[config.mk]
export PLATFORM = sky130hd
export DESIGN_NAME = noc_local_port_arbiter
export DESIGN_NICKNAME = d
export VERILOG_FILES = /design/src/rtl/noc_local_port_arbiter.sv
export SDC_FILE = /design/constraint.sdc
export NUM_CORES = 1
export LEC_CHECK = 0
export BUFFER_PORTS_ARGS = -buffer_cell sky130_fd_sc_hd__buf_2
export CELL_PAD_IN_SITES_DETAIL_PLACEMENT = 2
export CELL_PAD_IN_SITES_GLOBAL_PLACEMENT = 2
export CORE_MARGIN = 4
export CORE_UTILIZATION = 27
export CTS_BUF_LIST = sky130_fd_sc_hd__clkbuf_8 sky130_fd_sc_hd__clkbuf_16
export CTS_CLUSTER_SIZE = 12
export DETAILED_ROUTE_END_ITERATION = 10
export PLACE_DENSITY = 0.87
export SYNTH_ARGS = -nofsm -noshare
export SYNTH_HDL_FRONTEND = slang
export SYNTH_SLANG_ARGS = --single-unit
[constraint.sdc]
create_clock -name clk -period 4.4 [get_ports clk]
set_input_delay 0.22 -clock clk [delete_from_list [all_inputs] [get_ports clk]]
set_output_delay 0.22 -clock clk [all_outputs]
set_load 0.02 [all_outputs]
[src/rtl/noc_local_port_arbiter.sv]
// rtl/noc_local_port_arbiter.sv - packet-atomic round-robin arbiter for a NoC router local injection port
// Requesters use void/stop flow control; one registered output stage feeds the router.
module noc_local_port_arbiter #(
   parameter int NumReq = 4,
   parameter int Width  = 34
) (
   input  logic                        clk,
   input  logic                        rst,
   input  logic [NumReq*Width-1:0]     req_data_in,
   input  logic [NumReq-1:0]           req_void_in,
   output logic [NumReq-1:0]           req_stop_out,
   output logic [Width-1:0]            data_out,
   output logic                        data_void_out,
   input  logic                        stop_in,
   output logic                        grant_valid,
   output logic [$clog2(NumReq)-1:0]   grant_idx
);

   localparam int IdxW = $clog2(NumReq);

   typedef enum logic {IDLE, LOCKED} state_e;

   state_e            state_q;
   logic [IdxW-1:0]   rr_ptr_q;
   logic [IdxW-1:0]   owner_q;
   logic [Width-1:0]  out_q;
   logic              out_vld_q;

   logic [Width-1:0]  flits [NumReq];
   logic              sel_valid;
   logic [IdxW-1:0]   sel_idx;
   logic [IdxW:0]     cand_w;
   logic [Width-1:0]  sel_flit;
   logic              can_load;
   logic              accept;

   function automatic logic [IdxW-1:0] next_idx(input logic [IdxW-1:0] i);
      if (i == IdxW'(NumReq - 1)) return '0;
      return i + 1'b1;
   endfunction

   always_comb begin
      for (int i = 0; i < NumReq; i++) flits[i] = req_data_in[i*Width +: Width];
   end

   // Scan from the highest offset down so the lowest offset from rr_ptr wins.
   always_comb begin
      sel_valid = 1'b0;
      sel_idx   = '0;
      cand_w    = '0;
      if (state_q == LOCKED) begin
         sel_valid = !req_void_in[owner_q];
         sel_idx   = owner_q;
      end else begin
         for (int k = NumReq - 1; k >= 0; k--) begin
            cand_w = {1'b0, rr_ptr_q} + (IdxW+1)'(k);
            if (cand_w >= (IdxW+1)'(NumReq)) cand_w = cand_w - (IdxW+1)'(NumReq);
            if (!req_void_in[cand_w[IdxW-1:0]] && flits[cand_w[IdxW-1:0]][Width-1]) begin
               sel_valid = 1'b1;
               sel_idx   = cand_w[IdxW-1:0];
            end
         end
      end
   end

   assign sel_flit = flits[sel_idx];
   assign can_load = !out_vld_q || !stop_in;
   assign accept   = sel_valid && can_load;

   always_comb begin
      req_stop_out = '1;
      if (accept) req_stop_out[sel_idx] = 1'b0;
   end

   always_ff @(posedge clk or negedge rst) begin
      if (!rst) begin
         state_q   <= IDLE;
         rr_ptr_q  <= '0;
         owner_q   <= '0;
         out_q     <= '0;
         out_vld_q <= 1'b0;
      end else begin
         if (accept) begin
            out_q     <= sel_flit;
            out_vld_q <= 1'b1;
         end else if (!stop_in) begin
            out_vld_q <= 1'b0;
         end
         case (state_q)
            IDLE: begin
               if (accept) begin
                  if (sel_flit[Width-2]) begin
                     rr_ptr_q <= next_idx(sel_idx);
                  end else begin
                     state_q <= LOCKED;
                     owner_q <= sel_idx;
                  end
               end
            end
            LOCKED: begin
               // A stray head from the owner is forwarded; only a tail releases the lock.
               if (accept && sel_flit[Width-2]) begin
                  state_q  <= IDLE;
                  rr_ptr_q <= next_idx(owner_q);
               end
            end
            default: state_q <= IDLE;
         endcase
      end
   end

   assign data_out      = out_q;
   assign data_void_out = !out_vld_q;
   assign grant_valid   = (state_q == LOCKED);
   assign grant_idx     = owner_q;

endmodule

---- Yosys cells after proc, flatten, opt, wreduce, memory -nomap -nowiden ----
Index checks and enable logic that the tools add are counted.
storage, ports and cells
  bits of input ports ..................... 143
  flip-flop bits (word level) ............. 40
  word-level logic and storage cells ...... 128
  output and inout port bits .............. 42
operators by class
  $add $sub $neg .......................... 9
  reduce and logical (&&, ||, !) cells .... 17
  eq/ne operators ......................... 6
  mux-type cells .......................... 67
  bitwise operators ....................... 8
  magnitude comparators ................... 16
operator list
  kind                                                                                 count
  34-bit binary-select mux with 2-bit select                                           5
  34-bit two-way mux                                                                   10
  2-bit two-way mux                                                                    20
  3-bit greater-or-equal comparator, second input constant                             8
  1-bit two-way mux                                                                    23
  2-bit by 3-bit less-than comparator with 1-bit output, second input constant         6
  2-bit NOT with 3-bit output                                                          5
  1-bit binary-select mux with 2-bit select                                            5
  2-bit by 1-bit subtractor with 2-bit output, second input constant                   4
  1-bit logical AND                                                                    7
  1-bit logical NOT                                                                    7
  2-bit by 2-bit adder with 3-bit output, second input constant                        2
  3-bit AND reduction                                                                  2
  2-bit by 1-bit adder with 2-bit output, second input constant                        2
  2-bit equality test, second input constant                                           2
  4-bit two-way mux                                                                    1
  2-bit by 1-bit inequality test with 1-bit output, second input constant              2
  2-bit inequality test, second input constant                                         2
  4-bit NOT                                                                            1
  2-bit case mux with 2 select lines                                                   1
  2-bit by 1-bit adder with 3-bit output, second input constant                        1
  2-bit by 3-bit greater-or-equal comparator with 1-bit output, second input constant  1
  1-bit demux with 2-bit select                                                        1
  2-bit by 1-bit greater-or-equal comparator with 1-bit output, second input constant  1
  3 further kinds                                                                      4

---- Logic depth before layout (Yosys ltp) ----
Gate-level depths: netlist of the first run.
  depth in word-level cells ............... 25
  depth in mapped cells ................... 10
  depth with buffers taken out ............ 8

---- Worst setup path before layout of the first run ----
No wires, ideal clock.
  kind .................................... flip-flop to output port
  start ................................... register owner_q[0] (netlist: grant_idx[0])
  end ..................................... output req_stop_out[0]
  required time ........................... 4.180 ns
  cell stages (with the launch flop) ...... 9
  path slack .............................. 2.146 ns
  buffers on the path ..................... 3
  data arrival time ....................... 2.034 ns
  path through ............................ dfrtp_1 clkbuf_1 mux4_2 nand2_1 o21ai_1 a21oi_2 buf_2 buf_2 nand2_1
on the way
  cells in the longest elaborated chain, start to end .. 7
  elaborated cells between the ends (all ways) .. 13
  those cells by class .................... order compare (2); mux (7); bitwise (1); reduce/logical (3)
ends and longest elaborated chain
  item                                                                                                                                                                RTL line  text
  from (decl)                                                                                                                                                         25        logic [IdxW-1:0] owner_q;
  from (signal assigned)                                                                                                                                              96        owner_q <= sel_idx;
  2-bit two-way mux                                                                                                                                                   51        if (state_q == LOCKED) begin
  2-bit by 3-bit less-than comparator with 1-bit output (implied by the code) / 2-bit by 1-bit greater-or-equal comparator with 1-bit output (equally long branches)  72        if (accept) req_stop_out[sel_idx] = 1'b0;
  1-bit logical AND (implied by the code)                                                                                                                             72
  1-bit two-way mux (implied by the code)                                                                                                                             72
  1-bit demux with 2-bit select                                                                                                                                       72
  4-bit NOT (no source line)                                                                                                                                          --
  4-bit two-way mux *                                                                                                                                                 72
  to (decl)                                                                                                                                                           11        output logic [NumReq-1:0] req_stop_out,
Mark *: on every way between the ends. The rest lies on a longest branch, timed or not. The select of a mux whose other input is x is not followed.

---- Worst setup path after layout of the first run ----
  start ................................... register owner_q[0] (netlist: grant_idx[0])
  end ..................................... register rr_ptr_q[1]
on the way
  cells in the longest elaborated chain, start to end .. 10
  elaborated cells between the ends (all ways) .. 32
  those cells by class .................... add/sub (2); eq/ne (5); mux (20); bitwise (1); reduce/logical (4)
ends and longest elaborated chain
  item                                RTL line  text
  2-bit two-way mux                   51
  2-bit equality test                 38        if (i == IdxW'(NumReq - 1)) return '0;
  1-bit two-way mux                   38
  1-bit two-way mux                   92        if (sel_flit[Width-2]) begin
  1-bit two-way mux                   91        if (accept) begin
  1-bit two-way mux                   89        case (state_q)
  2-bit two-way mux                   39        return i + 1'b1;
  2-bit two-way mux                   92
  2-bit two-way mux                   91
  2-bit case mux with 2 select lines  89
  to (signal assigned)                93        rr_ptr_q <= next_idx(sel_idx);
  to (signal assigned)                104       rr_ptr_q <= next_idx(owner_q);
  to (decl)                           24        logic [IdxW-1:0] rr_ptr_q;
Several ways; a longest one is shown, not always the timed one. The select of a mux whose other input is x is not followed.
A chain may end at the register's enable or synchronous reset.

==> results of run 1 <==
[worst max-delay path, delay by kind of cell (launching register included)]
kind            cells  cell delay [ns]
buf+inv             1             0.35
compound gates      3             0.52
flops               1             0.96
mux                 2             0.75
simple gates        2             0.26
[per-layer routing]
layer	routed length, um	vias to the layer above
met3	602	14
met2	7430	100
met4	161	0
li1	-	1622
met5	0	-
met1	5510	1745
[flip-flops by register name, indices dropped and copies added (netlist names), named ones only]
| signal | flops |
|---|---|
| data_out | 34 |
| rr_ptr_q | 2 |
| out_vld_q | 1 |
| grant_idx | 2 |
[through the flow]
stage	area (sq um)	util [%]	power [uW]	hold WS, ns	setup slack, ns
final	4550	37.7	3100	0.102	1.43
after global routing	4550	37.7	3330	0.185	1.26
after CTS	4550	37.7	3140	0.138	1.41
after detailed placement	4380	36.3	2710	0.441	1.44
after global placement	4380	36.3	2600	0.410	1.60
after floorplan	3340	-	2110	-0.0756	2.15
[cell type report]
cell class                 count  area [sq um]  share of cell area (%)
clock inverter                 3          38.8                   0.853
clock buffer                   5           125                    2.75
timing repair buffer         190           966                    21.2
sequential                    40          1000                    22.0
inverter                       6          25.0                   0.551
tap                          168           210                    4.62
multi-input combinational    260          2180                    47.9
[power groups by stage]
stage,registers [uW],clock network (uW),logic (uW)
after floorplan,857,0,1260
after global placement,739,0,1860
after detailed placement,749,0,1960
after CTS,748,426,1960
after global routing,774,443,2120
final,745,417,1940
[layout by cell type, fill, tap and decap left out, types with 2 or more instances in the layout]
cell and count:
a21o_1 2, a21oi_1 5, a221oi_1 33, buf_2 184, buf_4 6, clkbuf_16 5, dfrtp_1 39, ha_1 4
inv_1 4, mux2_1 2, mux2_2 64, mux2i_1 35, mux4_2 2, nand2_1 12, nand2b_1 6, nand3_1 2
nand4_1 2, nor2_1 37, o211ai_1 2, o21ai_0 2, o21ai_1 2, o22ai_1 31, o22ai_2 2
[logic make-up after synthesis]
family / Yosys count / synth area share [%]
compound gates: 85 / 19.2
flops: 40 / 29.9
buf+inv: 34 / 5.20
xor+xnor: 1 / 0.262
simple gates: 64 / 8.27
fa+ha+maj: 4 / 1.50
mux: 106 / 35.6
[final timing paths]
path,from,end,cells past startpoint
worst max-delay path,grant_idx[0],rr_ptr_q[1],8
worst min-delay path,rst,data_out[28],1
worst max register to register,grant_idx[0],rr_ptr_q[1],8
worst min register to register,data_out[32],data_out[32],1
max in group asynchronous,rst,grant_idx[0],1
min in group clk,stop_in,out_vld_q,3
[cells in the mapped netlist, drive strengths merged]
cell type	count
a21boi	2
a21o	2
a21oi	6
a221oi	33
a22oi	1
and3	1
and3b	1
buf	16
clkbuf	12
clkinv	1
dfrtp	40
ha	4
inv	5
mux2	67
mux2i	37
mux4	2
nand2	12
nand2b	6
nand3	2
nand4	2
nor2	38
nor2b	1
nor3b	1
o211a	1
o211ai	2
o21a	1
o21ai	4
o22ai	33
xnor2	1
==> out/results.ini, run 1 <==
[floorplanning]
boundaryPins = 185
die-area_sq_mm = 0.0142
floorplan.die.width_um = 119
starting_density_of_the_core_pct = 27.7
rows = 40
floorplan_core_area_sq_mm = 0.0121
chipHeight_um = 119

[placement]
gp_routability_congestion = 0.800
port-buffer-count = 184
dpl.cell_count = 664
detailedPlacementHpwl_um = 10800

[final_layout]
antenna_cells_inserted = 0
n_fill_cell = 1329
post_layout_nonfiller_instances = 672
post_route_cells_drive_above_1_share_pct = 54.4
area.growth.synth_to_final_pct = 36.0
post_layout_net_count = 650

[critical_path]
cp-end-kind = flop
ff2ff_setup_slack_ns = 1.43
crit_fanout = 37
category_of_the_most_critical_setup_path = flop to flop
critPathSlowestCell = dfrtp_2
required_time_worst_endpoint_ns = 4.56
most_frequent_cp_cell = nand2_1
cp_data_arrival_time_ns = 3.13
crit_path_cell_trace = mux4_2 -> nand2_1 -> o21ai_1 -> a21oi_4 -> buf_4 -> nand2_1 -> o22ai_2 -> mux2_1
cpPeakStageDelay_ns = 0.96
setup.worst_path.start_class = flop

[power_and_ir_drop]
seq_power_share_pct = 24.0
pwr-share-clk_pct = 13.5
power-per-cell-area_mw_per_mm2 = 682
power.share.combinational_pct = 62.5
power.share.switching_pct = 47.7
p_leak_uw = 0.00214
vdd.ir_drop.worst_mv = 0.221
internal-power_uw = 1620
p_sw_uw = 1480

[clocking]
number_of_clock_sinks = 40
htree_num_levels = 2
clk-insertion-delay-late_ns = 0.28
clk_transition_reported_paths_ns = 0.06
tritoncts.num_buffers = 5
cts_tree = built
cts.repair_timing.setup_buffer_count = 0
clk_root_buffer_cell = clkbuf_16
clock_tree.buffer_depth = 2
post_cts_sizing = 0
cts_hold_repair.buffers = 0

[synth]
post-synth-top-area-cell = dfrtp_1
yosysSeqAreaShare_pct = 29.9
netlist_top_cells_area = dfrtp_1 30%, mux2_2 22%, mux2i_1 10%, a221oi_1 8.6%, o22ai_1 5.8%
avgSynthCellArea_sq_um = 10.0
yosysTopAreaCellShare_pct = 29.9
synth_cells = 334
register_bit_total_from_synthesis = 40
mappedNetlistNets = 481
ys_warn_count = 0
cell_area_synth_sq_mm = 0.00334
yosysUniqueCellTypes = 41

[timing]
report.final.setup_viol = 0
clock_skew_ns = 0.00532
rsz0062_at_grt = false
timing.max_slew.rel_slack_pct = 33.7
finalCritPeriodShare_pct = 67.4
worst_margin_pin_slew_ns = 0.995
timing_hold_violations_final = 0
fmax_ghz = 0.337
final_max_slew_viol_count = 0
finalCriticalPeriod_ns = 2.97
fin_setup_tns_ns = 0

[route]
firstDrtPassIters = 4
detail_route.wirelength_um = 13700
drt_iter0_markers = 125
route.vias.total = 3481
route.antenna.remaining_nets = 0
drc = 0
via_count_normalized_by_instance_count = 5.18
routed_wire_length_per_instance_um = 20.4

[global_route]
groute.usage.overall_pct = 19.0
grt_pass1_wl_um = 22000
antenna_found_initial = 0
grt-busiest-layer = met2
gr-total-overflow = 0
groute.layer.met1.usage_pct = 21.5
grt.met2_usage_pct = 36.7
grt_max_degree = 41
met3_grt_util_pct = 3.70
grt_pass1_vias = 4186

[job]
cap_viol_max_count = 0

[outcome]
run_status = finished, final reports clean

[min_path]
holdCritPathClass = primary input to asynchronous set/reset pin

No activity file was read; power rests on OpenSTA's default activity.
==> run 2, diff against run 1 <==
--- a/config.mk
+++ b/config.mk
@@ -9,11 +9,11 @@
 export CELL_PAD_IN_SITES_DETAIL_PLACEMENT = 2
 export CELL_PAD_IN_SITES_GLOBAL_PLACEMENT = 2
 export CORE_MARGIN = 4
-export CORE_UTILIZATION = 27
+export CORE_UTILIZATION = 25
 export CTS_BUF_LIST = sky130_fd_sc_hd__clkbuf_8 sky130_fd_sc_hd__clkbuf_16
 export CTS_CLUSTER_SIZE = 12
 export DETAILED_ROUTE_END_ITERATION = 10
-export PLACE_DENSITY = 0.87
+export PLACE_DENSITY = 0.81
 export SYNTH_ARGS = -nofsm -noshare
 export SYNTH_HDL_FRONTEND = slang
 export SYNTH_SLANG_ARGS = --single-unit
==> constraint.sdc (replaced) <==
create_clock -name clk -period 3 [get_ports clk]
set_input_delay 0.15 -clock clk [delete_from_list [all_inputs] [get_ports clk]]
set_output_delay 0.15 -clock clk [all_outputs]
set_load 0.02 [all_outputs]
==> run 2 against run 1 <==
Final cell count up 1.3%. Die area up 7.5%. Critical endpoint is now req_stop_out[2]. First-iteration DRC count up 32%. Design area up 0.58%. Global-route usage down 0.72 points.
==> out/results.ini, run 2 (synthesized netlist as in run 1, its figures left out) <==
[floorplanning]
starting_density_of_the_core_pct = 26.0  ; -1.8 points
floorplan_core_area_sq_mm = 0.0129  ; +6.8%
floorplan.die.width_um = 124  ; +3.7%
rows = 41  ; +2.5%
chipHeight_um = 124  ; +3.7%
boundaryPins = 185  ; unchanged
die-area_sq_mm = 0.0153  ; +7.5%

[global_route]
groute.usage.overall_pct = 18.3  ; -0.72 points
gr-total-overflow = 0  ; unchanged
met3_grt_util_pct = 3.77  ; +0.066 points
grt-busiest-layer = met2
grt_pass1_wl_um = 21800  ; -0.91%
grt_max_degree = 43  ; +4.9%
antenna_found_initial = 0  ; unchanged
grt_pass1_vias = 4101  ; -2.0%
groute.layer.met1.usage_pct = 21.3  ; -0.14 points
grt.met2_usage_pct = 34.1  ; -2.6 points

[final_layout]
final-seq-area_sq_mm = 0.00100  ; unchanged
n_fill_cell = 1464  ; +10%
utilization_pct = 35.5  ; -2.2 points
layout.cells.most_common_list = 184 x buf_2, 64 x mux2_2, 39 x dfrtp_1
post_route_cells_drive_above_1_share_pct = 54.9  ; +0.56 points
area.growth.synth_to_final_pct = 36.8
largest_register_ff_count = 34  ; unchanged
multiInputGateArea_sq_mm = 0.00218  ; unchanged
layout_commonest_cell = buf_2
post_layout_net_count = 654  ; +0.62%
post_layout_nonfiller_instances = 681  ; +1.3%

[power_and_ir_drop]
p_sw_uw = 2200  ; +49%
pwr-share-clk_pct = 12.0  ; -1.5 points
power.share.switching_pct = 48.4  ; +0.66 points
vdd.ir_drop.worst_mv = 0.262  ; +19%
seq_power_share_pct = 23.2  ; -0.8 points
p_total_uw = 4560  ; +47%
power.share.combinational_pct = 64.8  ; +2.3 points
internal-power_uw = 2350  ; +45%
power-per-cell-area_mw_per_mm2 = 997  ; +46%
p_leak_uw = 0.00215  ; +0.58%

[placement]
dpl.cell_count = 672  ; +1.2%
gp_routability_congestion = 0.854  ; +6.8%
detailedPlacementHpwl_um = 10900  ; +0.91%
port-buffer-count = 184  ; unchanged

[timing]
finalCriticalPeriod_ns = 2.78
rsz0062_at_grt = false
finalCritPeriodShare_pct = 92.6
fin_setup_tns_ns = 0  ; unchanged
worst_margin_pin_slew_ns = 0.990  ; -0.00527 ns
report.final.setup_viol = 0  ; unchanged
fmax_ghz = 0.360
clock_skew_ns = 0.00416  ; -0.00116 ns
timing.max_slew.rel_slack_pct = 34.0  ; +0.35 points
timing_hold_violations_final = 0  ; unchanged
final_max_slew_viol_count = 0  ; unchanged

[critical_path]
cp-end-kind = output port
crit_path_cell_trace = nor3b_1 -> o22ai_2 -> a21boi_4 -> mux2_4 -> inv_4 -> buf_6 -> ha_1 -> nand2_1 -> buf_2
crit-reg2reg-capture = grant_idx[1]
required_time_worst_endpoint_ns = 2.85  ; -1.71 ns
critPathCapture = req_stop_out[2]
cpPeakStageDelay_ns = 0.45  ; -0.51 ns
crit_fanout = 20  ; -46%
category_of_the_most_critical_setup_path = flop to output port
ff2ff_setup_slack_ns = 0.40  ; -1.03 ns
setup.worst_path.start_class = flop
cp_data_arrival_time_ns = 2.63  ; -0.50 ns
critPathSlowestCell = dfrtp_1
depth_of_the_worst_register_to_register_path = 6  ; -2
setup.worst_path.start = rr_ptr_q[1]

[clocking]
cts_hold_repair.buffers = 0  ; unchanged
tritoncts.num_buffers = 5  ; unchanged
number_of_clock_sinks = 40  ; unchanged
clk_root_buffer_cell = clkbuf_16
clk-insertion-delay-late_ns = 0.28  ; about the same
clk_transition_reported_paths_ns = 0.06  ; about the same
clock_tree.buffer_depth = 2  ; unchanged
htree_num_levels = 2  ; unchanged
cts_tree = built

[min_path]
holdCritPathClass = primary input to asynchronous set/reset pin

[outcome]
run_status = finished, final reports clean

[route]
routed_wire_length_per_instance_um = 20.8  ; +2.0%
detail_route.wirelength_um = 14200  ; +3.4%
via_count_normalized_by_instance_count = 5.21  ; +0.63%
drc = 0  ; unchanged
route.vias.total = 3550  ; +2.0%
route.antenna.remaining_nets = 0  ; unchanged
drt_iter0_markers = 165  ; +32%
firstDrtPassIters = 4  ; unchanged

[job]
cap_viol_max_count = 0  ; unchanged

## run 2: worst min-delay path by stage
stage          startpoint                    endpoint  slack (ns)
2_1_floorplan         rst  asynchronous set/reset pin       -0.15
3_3_place_gp          rst                data_out[28]        0.37
3_5_place_dp          rst                data_out[28]        0.37
4_1_cts               rst                 data_out[0]        0.06
5_1_grt               rst                 data_out[0]        0.11
6_report              rst                data_out[28]        0.03
## run 2: what timing repair did
action,4_1_cts,5_1_grt
endpoints found under the setup margin,0,1
gates resized for setup,0,1
buffers inserted,0,0
## run 2: area by class of cell
class                   count  share of cell area (%)
diodes                      1                  0.0547
clock buffers               6                    3.04
flip-flops and latches     40                    21.9
repair buffers            194                    21.9
well taps                 172                    4.71
multi-input cells         260                    47.6
clock inverters             2                   0.219
inverters                   6                   0.547
## run 2: worst max-delay path, delay by kind of cell, from the launching register on
family,cells,cell delay [ns]
flip-flops,1,0.45
adder cells (fa/ha/maj),1,0.19
AND/OR/NAND/NOR,2,0.34
multiplexers,1,0.31
buffers and inverters,3,0.75
AO/OA/AOI/OAI,2,0.29
## run 2: routing by layer
| layer | wire, um | up-vias |
|---|---|---|
| li1 | - | 1631 |
| met1 | 5540 | 1783 |
| met2 | 7670 | 122 |
| met3 | 787 | 14 |
| met4 | 166 | 0 |
| met5 | 0 | - |
## run 2: power by group through the flow
stage          combinational (uW)  clock [uW]  sequential [uW]
2_1_floorplan                1840           0             1260
3_3_place_gp                 2870           0             1040
3_5_place_dp                 2980           0             1060
4_1_cts                      2990         563             1060
5_1_grt                      3230         590             1100
6_report                     2950         548             1060
## run 2: metrics by stage
stage                     worst slack [ns]  cell area [sq um]  hold slack (ns)
final                                0.222               4570           0.0339
after global routing                0.0558               4570            0.106
after CTS                           0.0691               4570           0.0642
after detailed placement             0.336               4420            0.370
after global placement               0.501               4420            0.366
after floorplan                      0.789               3340           -0.146
